## config.mk

```make
export PLATFORM = sky130hd
export DESIGN_NAME = rpn_engine
export DESIGN_NICKNAME = d
export VERILOG_FILES = /design/src/rtl/rpn_engine.sv
export SDC_FILE = /design/constraint.sdc
export NUM_CORES = 1
export LEC_CHECK = 0
export CAP_MARGIN = 20
export CORE_MARGIN = 2
export CORE_UTILIZATION = 69
export CTS_CLUSTER_SIZE = 40
export DETAILED_ROUTE_END_ITERATION = 12
export PLACE_DENSITY = 0.95
export REMOVE_ABC_BUFFERS = 1
export SKIP_CTS_REPAIR_TIMING = 1
export SLEW_MARGIN = 20
export SYNTH_ARGS = -nofsm -noshare
export SYNTH_HDL_FRONTEND = slang
export SYNTH_SLANG_ARGS = --single-unit
```

## constraint.sdc

```tcl
create_clock -name clk -period 25.9 [get_ports clk]
set_input_delay 3.885 -clock clk [delete_from_list [all_inputs] [get_ports clk]]
set_output_delay 3.885 -clock clk [all_outputs]
set_load 0.005 [all_outputs]
```

## src/rtl/rpn_engine.sv

```systemverilog
// rpn_engine: evaluates integer RPN expressions from a uart_rx byte stream,
// emitting one result or error pulse per line terminator.
module rpn_engine #(
    parameter int WIDTH = 16,
    parameter int DEPTH = 8
) (
    input  logic                       clk,
    input  logic                       rst_n,
    input  logic [7:0]                 rx_data,
    input  logic                       rx_ready,
    output logic [WIDTH-1:0]           result,
    output logic                       result_valid,
    output logic                       result_err,
    output logic [$clog2(DEPTH):0]     depth
);
    localparam int AW = $clog2(DEPTH);
    localparam int PW = AW + 1;

    typedef enum logic [1:0] {IDLE, FLUSH, EXEC} state_t;

    state_t                      state_q, state_d;
    logic [WIDTH-1:0]            acc_q, acc_d;
    logic                        num_q, num_d;
    logic                        err_q, err_d;
    logic                        ready_q;
    logic [7:0]                  op_q, op_d;
    logic [DEPTH-1:0][WIDTH-1:0] stk_q, stk_d;
    logic [PW-1:0]               ptr_q, ptr_d;
    logic [WIDTH-1:0]            result_q, result_d;
    logic                        rv_q, rv_d, re_q, re_d;
    logic [AW-1:0]               top_i, nxt_i;
    logic [WIDTH-1:0]            x, y, alu;
    logic                        byte_ev, is_digit, is_tok, is_term;

    assign byte_ev  = rx_ready && !ready_q && state_q == IDLE;
    assign is_digit = rx_data >= 8'h30 && rx_data <= 8'h39;
    assign is_tok   = rx_data == 8'h20 || rx_data == 8'h2B || rx_data == 8'h2D || rx_data == 8'h2A
                   || rx_data == 8'h3D || rx_data == 8'h0D || rx_data == 8'h0A;
    assign is_term  = op_q == 8'h3D || op_q == 8'h0D || op_q == 8'h0A;
    assign top_i    = ptr_q[AW-1:0] - AW'(1);
    assign nxt_i    = ptr_q[AW-1:0] - AW'(2);
    assign x        = stk_q[top_i];
    assign y        = stk_q[nxt_i];
    assign alu      = op_q == 8'h2B ? y + x : op_q == 8'h2D ? y - x : y * x;

    always_comb begin
        state_d  = state_q;
        acc_d    = acc_q;
        num_d    = num_q;
        err_d    = err_q;
        op_d     = op_q;
        stk_d    = stk_q;
        ptr_d    = ptr_q;
        result_d = result_q;
        rv_d     = 1'b0;
        re_d     = 1'b0;
        case (state_q)
            IDLE: begin
                if (byte_ev && is_digit) begin
                    acc_d = acc_q * WIDTH'(10) + WIDTH'(rx_data[3:0]);
                    num_d = 1'b1;
                end else if (byte_ev && is_tok) begin
                    op_d    = rx_data;
                    state_d = FLUSH;
                end
            end
            FLUSH: begin
                if (num_q && ptr_q == PW'(DEPTH)) begin
                    err_d = 1'b1;
                end else if (num_q) begin
                    stk_d[ptr_q[AW-1:0]] = acc_q;
                    ptr_d = ptr_q + PW'(1);
                end
                acc_d   = '0;
                num_d   = 1'b0;
                state_d = EXEC;
            end
            EXEC: begin
                state_d = IDLE;
                if (is_term) begin
                    rv_d     = !err_q && ptr_q != '0;
                    re_d     = !rv_d;
                    result_d = rv_d ? x : result_q;
                    ptr_d    = '0;
                    err_d    = 1'b0;
                end else if (op_q != 8'h20 && ptr_q < PW'(2)) begin
                    err_d = 1'b1;
                end else if (op_q != 8'h20) begin
                    stk_d[nxt_i] = alu;
                    ptr_d = ptr_q - PW'(1);
                end
            end
            default: state_d = IDLE;
        endcase
    end

    // ready_q resets high so a level held across reset release is not a byte
    always_ff @(posedge clk or negedge rst_n) begin
        if (!rst_n) begin
            state_q  <= IDLE;
            acc_q    <= '0;
            num_q    <= 1'b0;
            err_q    <= 1'b0;
            ready_q  <= 1'b1;
            op_q     <= '0;
            stk_q    <= '0;
            ptr_q    <= '0;
            result_q <= '0;
            rv_q     <= 1'b0;
            re_q     <= 1'b0;
        end else begin
            state_q  <= state_d;
            acc_q    <= acc_d;
            num_q    <= num_d;
            err_q    <= err_d;
            ready_q  <= rx_ready;
            op_q     <= op_d;
            stk_q    <= stk_d;
            ptr_q    <= ptr_d;
            result_q <= result_d;
            rv_q     <= rv_d;
            re_q     <= re_d;
        end
    end

    assign result       = result_q;
    assign result_valid = rv_q;
    assign result_err   = re_q;
    assign depth        = ptr_q;
endmodule
```

==> run_results.csv <==
group,metric,value,unit
hold_path,min-delay-path-class,"register to register",
placed_design,gp_routability_congestion,0.988,
run_status,run_status,"complete, no violations",
grt,antenna_found_initial,0,
route,vias,14300,
synthesis,synth_area,0.0161,mm^2
grt,grt_pass1_wl,76600,um
die,dieArea,0.0246,mm^2
grt,grtUsageMet3,11.4,%
grt,grt_pass1_vias,14900,
setup_path,cp-end-kind,"register",
synthesis,synth_edf_count,0,
sta,min_period_over_period,36.3,%
sta,finalClockSkew,0.0134,ns
job,cap_violations,0,
cells_and_area,drive_gt1_share,9.60,%
grt,gr-usage-met2,66.4,%
route,viasPerCell,7.23,
hold_path,worstHoldStart,"result[10]$_DFFE_PN0P_",
synthesis,ys_dominant_reg_cell,"dfrtp_1",
route,drc,0,
route,drt_iter0_drc,2186,
setup_path,reg2reg_slack,16.51,ns
setup_path,ff2ff_path_depth,28,
sta,timing.final.setup_violations,0,
setup_path,crit_required,26.23,ns
synthesis,synth_cells,1669,
cts,cts_max_path_buffers,2,
cts,cts_tree,"yes",
die,initial_core_util,70.6,%
setup_path,worstReg2RegEnd,"stk_q[63]$_DFFE_PN0P_",
cts,clk_latency,0.45,ns
die,ios,33,
route,dr.pass1.iters,9,
cts,clkSinkCount,179,
grt,track_usage,40.8,%
sta,setup-tns-final,0,ns
grt,grt_overflow,0,
die,core_area,0.0228,mm^2
setup_path,arrival,9.72,ns
hold_path,min_to,"result[10]$_DFFE_PN0P_",
sta,tightest_slew,1.17,ns
synthesis,synth_warnings,0,
synthesis,avgSynthCellArea,9.64,um^2
synthesis,netlist.top_cell.by_area,"dfrtp_1",
setup_path,start_kind,"register",
sta,slew_headroom,21.4,%
grt,grt_use_met1,48.3,%
cells_and_area,diodes,0,
hold_path,worstHoldPathCells,2,
cts,path_clk_slew,0.08,ns
sta,slew_violations,0,
setup_path,critPathMaxFanout,43,
setup_path,cp-startpoint,"depth[0]$_DFFE_PN0P_",
sta,period_minus_slack,9.39,ns
setup_path,slowest_delay,0.86,ns
cts,ctsRootBufferMaster,"clkbuf_16",
cells_and_area,area_growth,6.61,%
synthesis,synth_cell_types,66,
placed_design,numPortBuffers,32,
cts,htreeDepth,4,
cells_and_area,final_nets,1863,
die,die_w,157,um
setup_path,crit_path_frequent_cell,"xnor2_1",
route,ant_nets,0,
synthesis,synth_seq_cells,179,
synthesis,seq_area_frac_synth,27.9,%
setup_path,crit_path_top_delay_cell,"dfrtp_4",
route,totalWireLength,48100,um
sta,rsz0062_at_grt,"false",
cts,cts_made_buffers,17,
synthesis,ys_top_cells_by_area,"dfrtp_1, fa_1, mux4_2",
synthesis,async_flop_share,100,%
route,wl_per_cell,24.3,um
die,rows,55,
cells_and_area,nFillCells,1484,
placed_design,dp_hpwl,33900,um
setup_path,r2r_start,"depth[0]$_DFFE_PN0P_",
sta,max_freq,0.106,GHz
grt,grt_max_degree,104,
setup_path,worstSetupPathType,"register to register",
die,die_y,157,um
grt,top_usage_layer,"met2",
synthesis,synth_top_area_share,27.7,%
sta,hold_viol_final,0,
stage by stage:
stage	area (um^2)	hold WS [ns]	worst slack, ns	cells	utilization (%)
after detailed placement	16600	0.475	16.71	1948	72.8
after floorplan	15700	0.461	15.12	1581	-
after global placement	16600	0.462	16.83	1948	72.8
final	17200	0.488	16.51	1980	75.3
after global routing	17200	0.508	16.14	1980	75.3
after CTS	17100	0.491	16.65	1980	75.3
cell usage after synthesis, types with 4 or more instances:
cell type	instances
a21boi_0	4
a21o_1	20
a21oi_1	70
a221oi_1	7
a22o_1	41
a22oi_1	8
a2bb2oi_1	6
a31oi_1	6
a32oi_1	10
and2_1	14
and3_1	19
buf_1	4
buf_2	7
buf_4	4
buf_6	7
clkbuf_1	66
dfrtp_1	178
fa_1	84
ha_1	114
inv_1	164
mux2_2	14
mux2i_1	17
mux2i_2	7
mux4_2	64
nand2_1	166
nand2b_1	8
nand3_1	12
nor2_1	143
nor2b_1	24
nor3_1	16
nor4b_1	5
o21a_1	62
o21ai_0	96
o21ai_1	8
o21bai_1	12
o221ai_1	61
o22ai_1	16
o31ai_1	4
xnor2_1	53
xor2_1	11
cell families after synthesis:
logic type / count (synthesis) / share of synthesized area (%)
flip-flops: 179 / 27.9
multiplexers: 105 / 12.0
AO/OA/AOI/OAI: 447 / 19.1
AND/OR/NAND/NOR: 419 / 11.4
XOR/XNOR: 66 / 3.80
buffers and inverters: 255 / 6.42
adder cells (fa/ha/maj): 198 / 19.3
registers in the layout, indices dropped and copies added, names as in the netlist, 2 cells and up:
| register | flops |
|---|---|
| result | 16 |
| acc_q | 16 |
| state_q | 2 |
| stk_q | 128 |
| op_q | 8 |
| depth | 4 |
cell usage in the layout, fill, tap and decap left out, drive strengths merged, types with 61 or more instances in the layout:
cell | netlist | routed
mux4 | 64 | 64
nand2 | 166 | 166
o221ai | 61 | 61
ha | 114 | 114
inv | 166 | 171
a21oi | 70 | 70
dfrtp | 178 | 178
o21ai | 104 | 104
nor2 | 143 | 143
o21a | 62 | 62
fa | 84 | 84
critical path: cells and delay by family, from the launching register on:
kind | cells | cell delay (ns)
AOI/OAI and AO/OA | 3 | 0.68
xor gates and xnor gates | 8 | 1.39
adders and majority gates | 8 | 3.53
buffers and inverters | 6 | 1.32
DFF | 1 | 0.86
muxes | 2 | 1.32
and+or+nand+nor | 1 | 0.12
worst max path at each step:
stage	end	slack, ns	cells after the start
2_1_floorplan	stk_q[111]$_DFFE_PN0P_	15.12	25
3_3_place_gp	stk_q[63]$_DFFE_PN0P_	16.83	28
5_1_grt	stk_q[111]$_DFFE_PN0P_	16.14	28
3_5_place_dp	stk_q[111]$_DFFE_PN0P_	16.71	28
4_1_cts	stk_q[63]$_DFFE_PN0P_	16.65	28
6_report	stk_q[63]$_DFFE_PN0P_	16.51	28
final cells by class:
type                       instances  area [um^2]  share of cell area, %
clock buffer                      18          429                   2.50
timing repair buffer              54          487                   2.84
inverter                         167          627                   3.65
tap                              313          392                   2.28
sequential                       179         4490                   26.2
clock inverter                    14          124                  0.722
multi-input combinational       1235        10600                   61.8
routing by layer:
layer	vias to the layer above	wire length, um
met5	-	0
met4	0	3160
met3	347	5960
met2	1174	22700
met1	6892	16300
li1	5909	-
Power is left out: the tool's default activity adds up to more than one toggle a clock period on the data nets, which glitch-free logic cannot reach.
